File: config.mk
export PLATFORM = sky130hd
export DESIGN_NAME = branch_ras_unit
export DESIGN_NICKNAME = d
export VERILOG_FILES = /design/src/rtl/branch_ras_unit.sv
export SDC_FILE = /design/constraint.sdc
export NUM_CORES = 1
export LEC_CHECK = 0
export BUFFER_PORTS_ARGS = -buffer_cell sky130_fd_sc_hd__buf_2
export CAP_MARGIN = 40
export CORE_MARGIN = 2
export CORE_UTILIZATION = 50
export CTS_BUF_LIST = sky130_fd_sc_hd__clkbuf_4 sky130_fd_sc_hd__clkbuf_8 sky130_fd_sc_hd__clkbuf_16
export CTS_CLUSTER_SIZE = 28
export DETAILED_ROUTE_END_ITERATION = 16
export PLACE_DENSITY_LB_ADDON = 0.08
export SLEW_MARGIN = 20
export SYNTH_ARGS = -nofsm -noshare
export SYNTH_HDL_FRONTEND = slang
export SYNTH_SLANG_ARGS = --single-unit
File: constraint.sdc
create_clock -name clk_i -period 9.9 [get_ports clk_i]
set_clock_uncertainty 0.15 [all_clocks]
set_input_delay 1.98 -clock clk_i [delete_from_list [all_inputs] [get_ports clk_i]]
set_output_delay 1.98 -clock clk_i [all_outputs]
set_load 0.1 [all_outputs]
File: src/rtl/branch_ras_unit.sv
// branch_ras_unit
//   A registered branch-resolution stage with a circular return-address stack.
//   It checks the condition code against the flags and works out the target,
//   which is either absolute or pc-relative. Calls push a link address onto
//   the stack and returns pop one. Both sides use a valid/ready handshake and
//   the result appears one cycle after a request is accepted.
// Ports
//   clk_i, rst_i                  clock, async active-high reset
//   valid_i / ready_o             request handshake
//   pc_i, cc_i, flags_i, src_i    branch pc, condition code, flags, offset/target
//   abs_i, link_i, ret_i          absolute target, call, return
//   flush_i                       kill output register and same-cycle request
//   clr_err_i                     clear sticky ovf/unf
//   valid_o / ready_i             result handshake
//   dest_addr_o, branch_en_o      resolved target, taken
//   ras_empty_o, ras_full_o       stack occupancy
//   ras_ovf_o, ras_unf_o          sticky overflow / underflow
module branch_ras_unit #(
  parameter int ADDR_W    = 32,
  parameter int FLAG_W    = 6,
  parameter int RAS_DEPTH = 8,
  parameter int PC_INC    = 4
) (
  input  logic              clk_i,
  input  logic              rst_i,
  input  logic              valid_i,
  output logic              ready_o,
  input  logic [ADDR_W-1:0] pc_i,
  input  logic [3:0]        cc_i,
  input  logic [FLAG_W-1:0] flags_i,
  input  logic [ADDR_W-1:0] src_i,
  input  logic              abs_i,
  input  logic              link_i,
  input  logic              ret_i,
  input  logic              flush_i,
  input  logic              clr_err_i,
  output logic              valid_o,
  input  logic              ready_i,
  output logic [ADDR_W-1:0] dest_addr_o,
  output logic              branch_en_o,
  output logic              ras_empty_o,
  output logic              ras_full_o,
  output logic              ras_ovf_o,
  output logic              ras_unf_o
);
  localparam int PTR_W = $clog2(RAS_DEPTH);
  localparam int CNT_W = PTR_W + 1;

  logic [ADDR_W-1:0] ras_mem [RAS_DEPTH];
  logic [PTR_W-1:0]  wr_ptr;   // next push slot; when full this is the oldest entry
  logic [PTR_W-1:0]  top_ptr;
  logic [CNT_W-1:0]  ras_cnt;

  logic              cond, taken, accept, upd;
  logic [ADDR_W-1:0] link_addr, calc_tgt, target;

  // flags_i[0] is never selected when FLAG_W == 6
  logic unused_flags;
  assign unused_flags = ^flags_i[FLAG_W-6:0];

  always_comb begin
    cond = 1'b0;
    case (cc_i[2:0])
      3'd0:    cond = 1'b1;
      3'd1:    cond = flags_i[FLAG_W-1];
      3'd2:    cond = flags_i[FLAG_W-2];
      3'd3:    cond = flags_i[FLAG_W-3];
      3'd4:    cond = flags_i[FLAG_W-4];
      3'd5:    cond = flags_i[FLAG_W-5];
      default: cond = 1'b0;
    endcase
  end

  assign taken       = cond ^ cc_i[3];
  assign ready_o     = !valid_o || ready_i;
  assign accept      = valid_i && ready_o && !flush_i;
  assign upd         = accept && taken;
  assign ras_empty_o = (ras_cnt == '0);
  assign ras_full_o  = (ras_cnt == CNT_W'(RAS_DEPTH));
  assign top_ptr     = wr_ptr - PTR_W'(1);
  assign link_addr   = pc_i + ADDR_W'(PC_INC);
  assign calc_tgt    = abs_i ? src_i : pc_i + src_i;
  // A taken return reads the stack top. When the stack is empty it falls back to src/abs.
  assign target      = (ret_i && taken && !ras_empty_o) ? ras_mem[top_ptr] : calc_tgt;

  // Stack storage. An entry is only read while ras_cnt covers it, so it needs no reset.
  always_ff @(posedge clk_i) begin
    if (upd && link_i) begin
      if (ret_i && !ras_empty_o) ras_mem[top_ptr] <= link_addr;  // replace top
      else                       ras_mem[wr_ptr]  <= link_addr;  // push (wraps over oldest)
    end
  end

  always_ff @(posedge clk_i or posedge rst_i) begin
    if (rst_i) begin
      wr_ptr      <= '0;
      ras_cnt     <= '0;
      ras_ovf_o   <= 1'b0;
      ras_unf_o   <= 1'b0;
      valid_o     <= 1'b0;
      dest_addr_o <= '0;
      branch_en_o <= 1'b0;
    end else begin
      if (upd) begin
        if (link_i && !ret_i) begin
          wr_ptr <= wr_ptr + PTR_W'(1);
          if (!ras_full_o) ras_cnt <= ras_cnt + CNT_W'(1);
        end else if (!link_i && ret_i) begin
          if (!ras_empty_o) begin
            wr_ptr  <= top_ptr;
            ras_cnt <= ras_cnt - CNT_W'(1);
          end
        end else if (link_i && ret_i && ras_empty_o) begin
          wr_ptr  <= wr_ptr + PTR_W'(1);
          ras_cnt <= ras_cnt + CNT_W'(1);
        end
      end

      // A set event in the same cycle takes priority over the clear.
      if (upd && link_i && !ret_i && ras_full_o) ras_ovf_o <= 1'b1;
      else if (clr_err_i)                         ras_ovf_o <= 1'b0;
      if (upd && ret_i && ras_empty_o)            ras_unf_o <= 1'b1;
      else if (clr_err_i)                         ras_unf_o <= 1'b0;

      if (flush_i) begin
        valid_o <= 1'b0;
      end else if (accept) begin
        valid_o     <= 1'b1;
        dest_addr_o <= target;
        branch_en_o <= taken;
      end else if (ready_i) begin
        valid_o <= 1'b0;
      end
    end
  end
endmodule
==> impl_results.md, run 1 <==
* Status: finished clean
* Min cycle time layout at between 4 and 5 ns
* Net count after synthesis at between 1000 and 1500
* Net Sw Frac at between 30% and 40%
* Unrepaired setup endpoints after global routing: false
* Area Growth Syn to Fin at 15.5%
* Net Sw Power at around 0.0016 W
* Most frequent cells after synthesis: edfxtp_1 (256), nand2_1 (121), mux4_2 (64), a21oi_1 (51), nor2_1 (50)
* Ys Warns at 0
* Synth top area cells: edfxtp_1 (54%), mux4_2 (10%), dfrtp_1 (7.5%)
* Initial DRC count at ~700
* Vias per std cell at a little under 6
* Mapped Cells at roughly 1000
* Period utilisation layout at a little under half
* Clk buf depth at 3
* Core region area at ~0.028 sq mm
* GP Congestion at approximately 0.87
* Post-CTS Resized at 0
* Ys flop type: edfxtp_1
* DPL Wire Length at ~23 mm
* DIE WIDTH at 173 um
* Req. time, crit path at 7.77 ns
* CTS clock-pin slew for the worst setup and hold paths at 0.07 ns
* Synthesized area per cell at about 14 sq um
* Final setup violation count at 0
* Clock network power share at roughly 27%
* WHS Endpoint: branch_en_o
* Root Buffer: clkbuf_16
* Post-CTS Setup Bufs at 0
* Slew Viols, Final at 0
* Hold Fails Final Rpt at 0
* PD cells at 267 mW/mm^2
* Initial core utilization at between 50% and 60%
* Max cap viols at 0
* Max frequency at around 210 MHz
* Pint at between 0.002 and 0.003 W
* Clock Sinks at roughly 300
* Yosys top cell by area: edfxtp_1
* Clock tree from TritonCTS: yes
* Clk_lat worst skew at approximately 0.56 ns
* CP arrival at 2.61 ns
* Hold WC Path Type: reg2reg
* Hold Path Cell Cnt at 1
* Multi-input logic area at around 0.0053 sq mm
* DR vias at around 9000
* Register area at a little under 0.009 sq mm
* Setup TNS at 0 ns
* Worst setup path startpoint: ready_i
* Filler Cells Inserted at 2276
* Post-route ant nets at 0
* Part of the power in registers at a little over a third
* Port bufs at between 100 and 150
* Diodes inserted at 0
* Chip height at roughly 170 um
* H-tree levels at 1
* Nets at 1268
* Hold buffers post-CTS at 0
* Worst r2r src: ras_cnt[0]
* Worst-Margin Slew at between 0.8 and 0.9 ns
* Worst VDD drop at ~0.0002 V
* Routed WL per cell at 23.5 um
* Yosys cell types at slightly below 70
* CTS Buf Count at 30
* Async S/R FF share, synth at between 10% and 20%
* Drt pass-1 iters at 5
* Cell count of the worst reg-to-reg path at 9
* DRT Wirelength at approximately 36 mm
* Critical path launch point type: input port
* HP Start: branch_en_o
* Slew HR at approximately 42%
* Vias in the first global route at 9058
* Gr ovfl total at 0
* Initial antenna violation count at 1
* # DRC at 0
* First-pass GRT wire length at approximately 55 mm
* Largest net degree at the start of global routing at 54
* Critical path fanouts, max at 3
* Die area at about 0.030 sq mm
* Post-synthesis sequential area ratio at between 60% and 70%
* Fraction of layout cells with a size suffix above 1 at between 20 and 25%
* Gate power share at 37.7%
* EDFF count, synth at 256
* I/O pin cnt at 122
* Row cnt at slightly above 60
* Mapped cell area at approximately 0.014 sq mm
* RR Endpoint: dest_addr_o[30]
* Synthesized flop and latch total at 299
* Finished Layout Cells at roughly 1500
* Gr usage total at roughly a quarter
* Synth top area share at 53.9%
* Most common cell in the netlist: edfxtp_1
* Critical path class: in2out
* LEAKAGE at roughly 6 nW
* Cells after DPL at between 1000 and 1500
* Reg2reg setup slack at 6.40 ns
* Worst Setup End Kind: output pin
stage by stage:
stage	worst slack, ns	power, W	utilization [%]	area (sq um)	hold slack, ns
floorplan	4.15	0.00280	-	14300	0.307
global placement	4.85	0.00321	55.1	15400	0.309
detailed placement	4.84	0.00323	55.2	15400	0.311
CTS	5.15	0.00443	59.0	16500	0.326
global route	5.11	0.00459	59.0	16500	0.335
finish	5.16	0.00439	59.0	16500	0.320
metal layers:
| layer | vias up | GRT usage [%] | wire length (um) |
|---|---|---|---|
| met5 | - | 0 | 12 |
| met4 | 2 | 5.65 | 746 |
| met3 | 66 | 3.30 | 2240 |
| met2 | 293 | 39.5 | 17000 |
| met1 | 4661 | 35.3 | 16400 |
| li1 | 4195 | - | - |
critical path, stage by stage:
cell and delay (ns):
buf_2 0.07, nand2b_1 0.12, buf_2 0.43
layout make-up:
type,instances,share of cell area (%)
sequential,299,53.2
multi-input combinational,651,32.4
clock buffer,42,5.36
timing repair buffer,139,4.59
tap,378,2.87
clock inverter,14,1.07
inverter,24,0.547
logic make-up (layout without fill, tap and decap cells):
group	Yosys count	in the layout	synth area share [%]
adder cells (fa/ha/maj)	40	40	3.56
multiplexers	78	78	11.1
XOR/XNOR	60	60	3.68
buffers and inverters	64	219	1.91
AO/OA/AOI/OAI	198	198	9.29
AND/OR/NAND/NOR	275	275	9.04
flip-flops	299	299	61.4
how the worst max path moves through the flow:
stage / to / slack, ns / depth (start not counted)
global route: ready_o / 5.11 / 3
CTS: ready_o / 5.15 / 3
finish: ready_o / 5.16 / 3
floorplan: ras_mem[0][0] / 4.15 / 7
global placement: dest_addr_o[29] / 4.85 / 10
detailed placement: dest_addr_o[29] / 4.84 / 10
cells in the final DEF, fill, tap and decap left out, types with 8 or more instances in the layout:
cell	Yosys	layout
mux4_2	64	64
xnor2_1	36	35
nor2_4	0	8
buf_2	12	120
mux2i_1	11	11
edfxtp_1	256	256
nor3_1	20	20
dfrtp_1	43	42
nand2_1	121	121
ha_1	39	38
a211oi_1	8	8
nand2b_1	8	8
o21ai_0	42	42
clkbuf_16	0	31
buf_4	2	18
a21oi_1	51	51
a31oi_1	15	15
inv_1	24	23
nor2_1	50	42
xor2_1	24	23
nand3_1	19	19
o211ai_1	8	8
and3_1	8	8
nor3b_1	11	11
a21o_1	15	15
power groups by stage:
| stage | Clock [W] | Combinational [W] | Sequential (W) |
|---|---|---|---|
| 2_1_floorplan | 0 | 0.000960 | 0.00184 |
| 3_3_place_gp | 0 | 0.00165 | 0.00156 |
| 3_5_place_dp | 0 | 0.00167 | 0.00156 |
| 4_1_cts | 0.00122 | 0.00167 | 0.00154 |
| 5_1_grt | 0.00126 | 0.00177 | 0.00155 |
| 6_report | 0.00120 | 0.00166 | 0.00154 |
state kept, by name, indices dropped and copies added, names as in the netlist:
name / cells
ras_unf_o: 1
dest_addr_o: 32
wr_ptr: 3
ras_cnt: 4
valid_o: 1
branch_en_o: 1
ras_mem: 256
ras_ovf_o: 1
No activity file was read; power rests on OpenSTA's default activity.
==> run 2, diff against run 1 <==
clock period = 4.4 ns   (was 9.9 ns; I/O delays follow)
==> run 2 against run 1 <==
Compared with the run above:
- non-clock buffer count up 9
- first-iteration DRC count shrank 4.7%
- largest cell class unchanged
- routed wire length up 0.36%
- global-route usage up 0.19 points
- largest power group unchanged
- critical path type is now in2reg
- clock power is 110% higher
- flip-flop and latch count unchanged
- critical path depth increased by 9
- sequential power grew 130%
- via count rose by 0.42%
- cell count up 0.58%
- design area grew 0.29%
- register-to-register slack got worse by 5.2 ns
==> impl_results.md, run 2 (synthesis gave the netlist of run 1 again) <==
* Post-route ant nets at 0
* Row cnt at between 60 and 70
* Diodes inserted at 0
* Max FFs per register at roughly 260
* Period utilisation layout at about three quarters
* DRT Wirelength at approximately 37 mm
* WL met3 at ~2.6 mm
* Finished Layout Cells at 1556
* Worst-Margin Slew at 0.833 ns
* Slowest stage delay, CP at between 0.4 and 0.5 ns
* Initial DRC count at about 670
* Hold buffers post-CTS at 0
* Req. time, crit path at 4.65 ns
* DIE WIDTH at about 170 um
* Core region area at roughly 0.028 sq mm
* Worst setup path startpoint: pc_i[0]
* Worst Setup EP: dest_addr_o[30]
* Worst Setup End Kind: flip-flop
* Max cap viols at 0
* Pint at about 0.0060 W
* Routed length on met1 at approximately 16 mm
* DPL Wire Length at about 24 mm
* Vias in the first global route at between 9000 and 10000
* CTS Buf Count at 31
* Worst r2r src: wr_ptr[0]
* Root Buffer: clkbuf_16
* Final setup violation count at 0
* Critical path class: in2reg
* Status: finished clean
* Slew HR at between 40% and 50%
* GP Congestion at 0.865
* WP buf/inv at 2
* Critical Path Slowest Stage Cell: fa_1
* Top reg by flops: ras_mem
* Gate power share at between 30% and 40%
* Clock network power share at about a quarter
* Post-CTS Resized at 0
* First-pass GRT wire length at 55.6 mm
* CP arrival at 3.62 ns
* Cell family with most CP delay: compound AO/OA/AOI/OAI gates
* Gr usage total at 24.5%
* Routed met2 length at roughly 17 mm
* PD cells at between 500 and 600 mW/mm^2
* Reg2reg setup slack at around 1.2 ns
* Largest net degree at the start of global routing at just under 70
* Gr ovfl total at 0
* Commonest non-fill, non-tap cells in the layout: edfxtp_1 (256), nand2_1 (121), buf_2 (120)
* Critical path fanouts, max at 9
* Net Sw Power at around 0.0037 W
* I/O pin cnt at around 120
* Commonest non-fill, non-tap cell in the layout: edfxtp_1
* Chip height at 173 um
* Initial antenna violation count at 0
* Cells after DPL at about 1500
* Drt pass-1 iters at 5
* Slew Viols, Final at 0
* RR Endpoint: dest_addr_o[23]
* Min cycle time layout at between 3 and 4 ns
* Largest regs: ras_mem x256, dest_addr_o x32, ras_cnt x4
* Vias per std cell at between 5 and 6
* Filler Cells Inserted at between 2000 and 2500
* Worst path depth at 12
* LEAKAGE at around 6.0 nW
* Power, Total at between 0.009 and 0.01 W
* Net Sw Frac at 38.3%
* Clock tree from TritonCTS: yes
* Clock Sinks at ~300
* Finished Core Util at 59.2%
* Unrepaired setup endpoints after global routing: false
* Port bufs at 120
* Post-CTS Setup Bufs at 0
* Hold Fails Final Rpt at 0
* Critical path launch point type: input port
* Clk buf depth at 3
* Setup TNS at 0 ns
* Nets at 1278
* Clk_lat worst skew at 0.55 ns
* Die area at 0.0299 sq mm
* # DRC at 0
* Routed WL per cell at between 20 and 25 um
* Fraction of layout cells with a size suffix above 1 at 25.5%
* Part of the power in registers at between 30 and 40%
* Worst-path cell chain: buf_2, ha_1, inv_1, fa_1, nor2b_1, o31a_1, o211ai_1, a21oi_1, o211ai_1, a21oi_1, mux2i_1, a211oi_1
* Area Growth Syn to Fin at 15.8%
* H-tree levels at 1
* Initial core utilization at roughly half
* Hold WC Path Type: in2async
* Cell count of the worst reg-to-reg path at 7
* Max frequency at 296 MHz
* DR vias at around 9300
* Worst VDD drop at between 0.0003 and 0.0004 V
* CTS clock-pin slew for the worst setup and hold paths at 0.07 ns
* Top sig layer: met4
[run 2: how the worst min path moves through the flow]
stage	start	to	slack (ns)	cells after the start
after global routing	rst_i	valid_o	0.005	2
final	rst_i	valid_o	0.02	2
after detailed placement	dest_addr_o[2]	dest_addr_o[2]	0.32	2
after CTS	flush_i	valid_o	0.31	2
after floorplan	ras_cnt[3]	ras_cnt[3]	0.33	1
after global placement	branch_en_o	branch_en_o	0.30	1
[run 2: power by group through the flow]
| stage | clock (W) | combinational (W) | sequential [W] |
|---|---|---|---|
| after floorplan | 0 | 0.00217 | 0.00415 |
| after global placement | 0 | 0.00374 | 0.00353 |
| after detailed placement | 0 | 0.00381 | 0.00354 |
| after CTS | 0.00254 | 0.00382 | 0.00348 |
| after global routing | 0.00266 | 0.00406 | 0.00351 |
| final | 0.00250 | 0.00379 | 0.00348 |
[run 2: area by class of cell]
type	instances	area, sq um	share of cell area (%)
Clock buffer	32	783	4.74
Multi-Input combinational cell	651	5340	32.3
Clock inverter	24	190	1.15
Tap cell	378	473	2.86
Inverter	24	90.1	0.545
Sequential cell	299	8770	53.1
Timing Repair Buffer	148	885	5.35
[run 2: per-stage QoR]
stage / worst slack (ns) / hold WS, ns / cell area [sq um]
after floorplan: -0.265 / 0.326 / 14300
after global placement: 0.619 / 0.304 / 15500
after detailed placement: 0.532 / 0.315 / 15500
after CTS: 1.10 / 0.306 / 16500
after global routing: 0.895 / 0.00518 / 16500
final: 1.03 / 0.0191 / 16500
[run 2: routing by layer]
metal  global-route usage (%)  vias to the layer above
met5                        0                        -
met4                     5.76                        0
met3                     3.96                       53
met2                     38.5                      344
met1                     36.3                     4641
li1                         -                     4218
==> run 3, diff against run 2 <==
clock period = 3.01 ns   (was 4.4 ns; I/O delays follow)
==> run 3 against run 2 <==
Compared with the run above:
- sequential power grew 45%
- core utilization grew 4.8 points
- power grew 58%
- critical path depth shrank 2
- combinational power grew 60%
- count of clock-buffer cells in the layout shrank 1
- sequential share of layout area shrank 4.0 points
- highest routed layer unchanged
==> impl_results.md, run 3 (synthesis gave the netlist of run 1 again) <==
* Status: finished clean
* Gr ovfl total at 0
* DIE WIDTH at around 170 um
* DPL Wire Length at 25.9 mm
* Period utilisation layout at 93.0%
* Critical path class: in2reg
* Fraction of layout cells with a size suffix above 1 at about a third
* Largest regs: ras_mem x256, dest_addr_o x32, ras_cnt x4
* Worst-Margin Slew at 0.897 ns
* Port bufs at 120
* LEAKAGE at approximately 6.7 nW
* Commonest non-fill, non-tap cell in the layout: edfxtp_1
* Min cycle time layout at between 2 and 3 ns
* Clk_lat worst skew at approximately 0.56 ns
* GP Congestion at roughly 0.84
* Critical path fanouts, max at 5
* CTS clock-pin slew for the worst setup and hold paths at about 0.060 ns
* # DRC at 0
* Initial DRC count at 802
* Root Buffer: clkbuf_16
* Finished Core Util at a little under two thirds
* Nets at 1394
* Vias per std cell at 5.81
* Worst-path cell chain: buf_2, ha_1, a21oi_2, o21ai_1, or4_4, o21ai_2, nand3_2, o311a_1, nand4_1, or3b_1
* Clock tree from TritonCTS: yes
* Post-route ant nets at 0
* Area Growth Syn to Fin at 25.2%
* CTS Buf Count at 31
* Filler Cells Inserted at between 2000 and 2500
* Routed WL per cell at 22.7 um
* Slew HR at about 40%
* Core region area at roughly 0.028 sq mm
* Final setup violation count at 0
* Drt pass-1 iters at 5
* First-pass GRT wire length at about 58 mm
* Reg2reg setup slack at about 0.29 ns
* Row cnt at approximately 60
* Max cap viols at 0
* Top reg by flops: ras_mem
* DRT Wirelength at ~38 mm
* Worst VDD drop at 0.000608 V
* Post-CTS Resized at 0
* Commonest non-fill, non-tap cells in the layout: edfxtp_1 (256), buf_4 (124), nand2_1 (120), buf_2 (120), mux4_2 (64)
* Initial core utilization at about half
* DR vias at approximately 10000
* Diodes inserted at 0
* Die area at between 0.02 and 0.03 sq mm
* I/O pin cnt at 122
* Initial antenna violation count at 0
* Hold WC Path Type: in2reg
* PD cells at ~860 mW/mm^2
* Slowest stage delay, CP at about 0.5 ns
* Max FFs per register at approximately 260
* Unrepaired setup endpoints after global routing: false
* Worst Setup End Kind: flip-flop
* Slew Viols, Final at 0
* CP arrival at between 3 and 4 ns
* Max frequency at 357 MHz
* Setup TNS at 0 ns
* Hold Fails Final Rpt at 0
* Clk buf depth at 3
* Gr usage total at approximately 25%
* Vias in the first global route at between 9000 and 10000
* Largest net degree at the start of global routing at slightly below 70
* Clock Sinks at between 200 and 300
* H-tree levels at 1
* Chip height at between 150 and 200 um
* Critical Path Slowest Stage Cell: or4_4
* Critical path launch point type: input port
* Req. time, crit path at roughly 3.3 ns
-- run 3: metrics by stage --
step	total power, W	setup WS, ns	instance area, sq um	cells	hold WS, ns
after floorplan	0.00945	-0.342	14500	1014	0.357
after global placement	0.0112	-0.349	16700	1614	0.306
after detailed placement	0.0112	-0.341	16700	1615	0.316
after CTS	0.0155	0.206	17900	1672	0.0289
after global routing	0.0161	0.0933	17900	1672	0.0444
final	0.0154	0.209	17900	1672	0.0511
-- run 3: final cells by class --
class	instances	area [sq um]	area share, %
Timing Repair Buffer	264	1920	10.8
Inverter	24	90.1	0.504
Clock buffer	31	776	4.34
Multi-Input combinational cell	651	5460	30.5
Clock inverter	25	383	2.14
Tap cell	378	473	2.65
Sequential cell	299	8770	49.1
-- run 3: repair_timing --
item,4_1_cts,5_1_grt
hold buffers,1,0
setup buffers,0,0
hold endpoints to repair,12,0
-- run 3: report_power, final --
part,leakage (nW),total [W],internal [W],switching [W]
sequential,2.83,0.00504,0.00480,0.000246
clock,0.570,0.00432,0.00273,0.00159
combinational,3.35,0.00608,0.00227,0.00380
total,6.75,0.0154,0.00980,0.00564
-- run 3: final timing paths --
path / startpoint / endpoint / cells past startpoint
worst min register to register: dest_addr_o[0] / dest_addr_o[0] / 2
worst max register to register: ras_cnt[0] / dest_addr_o[18] / 10
worst min-delay path: flush_i / valid_o / 2
max in group asynchronous: rst_i / dest_addr_o[22] / 5
worst max-delay path: pc_i[10] / dest_addr_o[31] / 10
min in group asynchronous: rst_i / ras_cnt[0] / 3
-- run 3: routing by layer --
layer	track usage, %	up-vias	part of all wire [%]
met2	41.9	359	47
li1	-	4461	-
met4	5.44	0	1.5
met1	36.3	4858	44
met3	3.96	44	7.4
met5	0	-	0
-- run 3: critical path: cells and delay by family --
kind	cells	cell delay (ns)
adder cells (fa/ha/maj)	1	0.37
buffers and inverters	1	0.11
AND/OR/NAND/NOR	4	1.11
AO/OA/AOI/OAI	4	0.88
